<file path="src/rtl/prog_exc_seq.sv">
// Program-interrupt sequencer: takes a captured program fault through flush,
// SRR0/SRR1/ESR save and MSR/fetch redirect to the IVPR/IVOR6 vector.
module prog_exc_seq #(
    parameter logic [0:31] MSR_KEEP_MASK = 32'h0002_1200,
    parameter int          ESR_PIL_BIT   = 4,
    parameter int          ESR_PPR_BIT   = 5,
    parameter int          ESR_PTR_BIT   = 6
) (
    input  logic        clk,
    input  logic        rst,
    input  logic        progErr,
    input  logic [2:0]  progErrCode,
    input  logic [0:31] excPC,
    input  logic [0:31] MSR,
    input  logic [0:31] IVPR,
    input  logic [0:31] IVOR6,
    input  logic        hold,
    output logic        ack,
    output logic        flush,
    output logic        busy,
    output logic        SRR0_we,
    output logic [0:31] SRR0_wd,
    output logic        SRR1_we,
    output logic [0:31] SRR1_wd,
    output logic        ESR_we,
    output logic [0:31] ESR_wd,
    output logic        MSR_we,
    output logic [0:31] MSR_wd,
    output logic        npc_we,
    output logic [0:31] npc
);

    typedef enum logic [1:0] {
        IDLE,
        FLUSH,
        SAVE,
        VECTOR
    } state_t;

    state_t      state;
    logic        pend;
    logic [2:0]  code_q;
    logic [0:31] pc_q;
    logic [0:31] msr_q;

    // One-hot ESR cause, illegal beats privilege beats trap; a zero code reports trap.
    function automatic logic [0:31] esrValue(input logic [2:0] code);
        logic [0:31] v;
        v = '0;
        if (code[2])
            v[ESR_PIL_BIT] = 1'b1;
        else if (code[1])
            v[ESR_PPR_BIT] = 1'b1;
        else
            v[ESR_PTR_BIT] = 1'b1;
        return v;
    endfunction

    always_ff @(posedge clk) begin
        if (rst) begin
            state   <= IDLE;
            pend    <= 1'b0;
            code_q  <= 3'b000;
            pc_q    <= '0;
            msr_q   <= '0;
            ack     <= 1'b0;
            flush   <= 1'b0;
            busy    <= 1'b0;
            SRR0_we <= 1'b0;
            SRR0_wd <= '0;
            SRR1_we <= 1'b0;
            SRR1_wd <= '0;
            ESR_we  <= 1'b0;
            ESR_wd  <= '0;
            MSR_we  <= 1'b0;
            MSR_wd  <= '0;
            npc_we  <= 1'b0;
            npc     <= '0;
        end else begin
            // NOTE: outputs are registered against the next state, so every strobe
            // and data bus falls back to zero unless the state being entered drives it.
            ack     <= 1'b0;
            flush   <= 1'b0;
            busy    <= 1'b1;
            SRR0_we <= 1'b0;
            SRR0_wd <= '0;
            SRR1_we <= 1'b0;
            SRR1_wd <= '0;
            ESR_we  <= 1'b0;
            ESR_wd  <= '0;
            MSR_we  <= 1'b0;
            MSR_wd  <= '0;
            npc_we  <= 1'b0;
            npc     <= '0;

            case (state)
                IDLE: begin
                    if (progErr) begin
                        if (!pend) begin
                            code_q <= progErrCode;
                            pc_q   <= excPC;
                            msr_q  <= MSR;
                        end
                        pend  <= 1'b1;
                        state <= FLUSH;
                        flush <= 1'b1;
                    end else begin
                        busy <= 1'b0;
                        if (!pend && progErrCode != 3'b000) begin
                            code_q <= progErrCode;
                            pc_q   <= excPC;
                            msr_q  <= MSR;
                            pend   <= 1'b1;
                        end
                    end
                end

                FLUSH: begin
                    if (hold) begin
                        flush <= 1'b1;
                    end else begin
                        state   <= SAVE;
                        SRR0_we <= 1'b1;
                        SRR0_wd <= pc_q;
                        SRR1_we <= 1'b1;
                        SRR1_wd <= msr_q;
                        ESR_we  <= 1'b1;
                        ESR_wd  <= esrValue(code_q);
                    end
                end

                SAVE: begin
                    state  <= VECTOR;
                    MSR_we <= 1'b1;
                    MSR_wd <= msr_q & MSR_KEEP_MASK;
                    npc_we <= 1'b1;
                    npc    <= {IVPR[0:15], IVOR6[16:27], 4'b0000};
                    ack    <= 1'b1;
                end

                VECTOR: begin
                    state <= IDLE;
                    busy  <= 1'b0;
                    pend  <= 1'b0;
                end

                default: begin
                    state <= IDLE;
                    busy  <= 1'b0;
                end
            endcase
        end
    end

endmodule

</file>
<file path="config.mk">
export PLATFORM = sky130hd
export DESIGN_NAME = prog_exc_seq
export DESIGN_NICKNAME = d
export VERILOG_FILES = /design/src/rtl/prog_exc_seq.sv
export SDC_FILE = /design/constraint.sdc
export NUM_CORES = 1
export LEC_CHECK = 0
export CAP_MARGIN = 10
export CORE_MARGIN = 1.5
export CORE_UTILIZATION = 44
export CTS_CLUSTER_SIZE = 14
export DETAILED_ROUTE_END_ITERATION = 7
export GPL_TIMING_DRIVEN = 0
export PLACE_DENSITY = 0.95
export SETUP_SLACK_MARGIN = 0.4
export SYNTH_ARGS = -nofsm -noshare
export SYNTH_HDL_FRONTEND = slang
export SYNTH_SLANG_ARGS = --single-unit
</file>
<file path="constraint.sdc">
create_clock -name clk -period 4.4 [get_ports clk]
set_clock_uncertainty 0.1 [all_clocks]
set_input_delay 0.88 -clock clk [delete_from_list [all_inputs] [get_ports clk]]
set_output_delay 0.88 -clock clk [all_outputs]
set_load 0.02 [all_outputs]
</file>
==> run metrics <==
outcome finished clean; peak supply drop 0.281 mV; later-pin clock latency in the skew report 0.42 ns; post-synthesis register bit count 171; Starting Density 0.456; sequential element share of the synthesized area 0.535; Die ar. 0.0153 sq mm; Fin Setup TNS 0 ns; WP data required 3.42 ns; first-pass GRT wire length 22200 um; Root Driver clkbuf_16; critical path class flip-flop to output port; hold_buf cts 0; worst min path class flip-flop to flip-flop; placed insts 1037; GRT Resource Usage Total 0.197; Worst Max-Slew Pin Slew 0.583 ns; Final Hold Fails 0; total gr overflow 0; H-tree levels 4; routing usage on met1 0.199; layout cells sized above 1 0.121; Detail Route Antenna Nets 0; syn_area_per_cell 10.8 sq um; average wire per standard cell 14.0 um; Post-Synthesis Cell Area 0.00640 sq mm; I/O Pins 303; vias 4577; Die Wd 124 um; met3 GRT Util 0.0636; die height 124 um; initial drt markers 186; first-pass iteration count of the detailed router 4; GPL Wtd Cong 0.758; post-cts resize count 0; max_slew headroom 0.611; Yosys warning total 0; postcts setup bufs 0; Top FF cell, synth dfxtp_1; Nets 1016; area leader, netlist dfxtp_1; max_cap viols 0; final cell count without fillers 1070; antenna violations before repair 1; Max Freq 406 MHz; Clock Sinks 171; Clock transition at path regs 0.06 ns; most common cell in the synthesized netlist dfxtp_1; Final Cycle Share 0.560; Synth top area share 0.535; FILL cells 1055; Cell Pwr Density 493 mW/mm^2; sequential share of power 0.419; LEAKAGE 0.00399 uW; met2 global-route usage 0.363; largest net degree at the start of global routing 17; CTS tree built; fin. max-slew vios 0; CP arrival 1.48 ns; Clock power frac 0.309; CORE AREA 0.0140 sq mm; Post-DP HPWL 11200 um; gr busiest metal met2; vias in the first global route 4462; commonest cells in the netlist dfxtp_1 (171), nand2b_1 (131), and2_1 (96); Area contributors post-synth dfxtp_1 (53%), nand2b_1 (13%), mux2i_1 (10%), and2_1 (9.4%), buf_4 (7.7%); DRC 0; R2R Setup Slk 2.42 ns; post-synthesis cell type count 27; routed wire length 15000 um; final setup fails 0; RSZ-0062 raised after global routing false; Cell Int Power 3320 uW; Comb pwr share 0.272; Psw 1350 uW; fin crit period 2.46 ns; synthesized instance count 592; Startpoint Class flip-flop; # port buffers 204; Cell Rows 43; Async SR Flop Fraction 0; Area Overhead vs Synth 48.0%; Max Root-Sink Buffers 2; vias per cell 4.28; Switching Share 0.289; crit path max fanout 3; Post-synth EDFFs 0; CP Capture Type output port; Num CTS Buffers 17
## metrics by stage
stage          utilization  setup WS (ns)  hold slack [ns]  cell area [sq um]  total power, uW
2_1_floorplan            -           2.53            0.312               6630             2840
3_3_place_gp         0.634           1.56            0.332               8900             3210
3_5_place_dp         0.634           1.55            0.338               8900             3260
4_1_cts              0.674           1.90            0.353               9470             4710
5_1_grt              0.674           1.87            0.379               9470             4890
6_report             0.675           1.94            0.353               9470             4670
## flip-flops by register name (all words and copies together) (netlist names)
name	cells
npc_we	1
msr_q	32
ESR_wd	3
MSR_wd	3
SRR1_wd	32
flush	1
state	2
SRR0_wd	32
npc	28
code_q	2
ESR_we	1
busy	1
pend	1
pc_q	32
## layout by cell type (no fill, tap or decap)
| master | count |
|---|---|
| a21boi_0 | 1 |
| a21o_1 | 1 |
| a21oi_1 | 4 |
| a311oi_1 | 1 |
| and2_1 | 96 |
| and3b_1 | 1 |
| buf_2 | 4 |
| buf_4 | 66 |
| buf_6 | 5 |
| bufinv_16 | 2 |
| clkbuf_1 | 26 |
| clkbuf_16 | 17 |
| clkbuf_8 | 1 |
| clkdlybuf4s50_1 | 204 |
| clkinv_2 | 3 |
| clkinv_4 | 1 |
| clkinvlp_4 | 5 |
| conb_1 | 62 |
| dfxtp_1 | 171 |
| diode_2 | 1 |
| ha_1 | 5 |
| inv_1 | 2 |
| mux2i_1 | 64 |
| nand2_1 | 2 |
| nand2b_1 | 131 |
| nand3_1 | 1 |
| nor2_1 | 1 |
| nor2b_1 | 1 |
| nor3b_1 | 2 |
| nor3b_2 | 2 |
| nor4_4 | 1 |
| o21ai_1 | 2 |
| o21ba_1 | 1 |
| or2_2 | 1 |
| or4bb_1 | 2 |
## cell families (layout without fill, tap and decap cells)
group           count (synthesis)  after routing  synth area share
simple gates                  241            241             0.241
flops                         171            171             0.535
buf+inv                       100            336             0.104
mux                            64             64             0.100
compound gates                 10             10           0.00997
fa+ha+maj                       5              5           0.00977
other cells                     1             63          0.000586
## worst max-delay path, cell delays in order (launching register included)
cell             delay [ns]
dfxtp_1                0.36
buf_4                  0.11
clkdlybuf4s50_1        0.59
## cell type report
class,instances,area [sq um],area share
Sequential cell,171,3420,0.361
Multi-Input combinational cell,382,2540,0.268
Timing Repair Buffer,204,2040,0.216
Buffer,98,658,0.0695
Clock buffer,21,450,0.0476
Tap cell,180,225,0.0238
Clock inverter,11,121,0.0128
Inverter,2,7.51,0.000793
Antenna cell,1,2.50,0.000264
## metal layers
metal / share of wire / up-vias
li1: - / 2297
met1: 0.37 / 2080
met2: 0.53 / 165
met3: 0.077 / 33
met4: 0.025 / 2
met5: 0.00087 / -
## worst paths after layout
path,start,depth (start not counted),to
max reg2reg,state[1]$_SDFFE_PP0P_,6,SRR1_wd[31]$_SDFF_PP0_
min,msr_q[12]$_SDFFE_PP0P_,1,SRR1_wd[12]$_SDFF_PP0_
max,ESR_we$_SDFF_PP0_,2,SRR0_we
min reg2reg,msr_q[12]$_SDFFE_PP0P_,1,SRR1_wd[12]$_SDFF_PP0_
## power groups by stage
stage	Clock, uW	Sequential, uW	Combinational (uW)
6_report	1440	1960	1270
5_1_grt	1530	1990	1360
4_1_cts	1470	1960	1280
3_5_place_dp	0	1990	1270
3_3_place_gp	0	1970	1240
2_1_floorplan	0	2030	805
No activity file was read; power rests on OpenSTA's default activity.
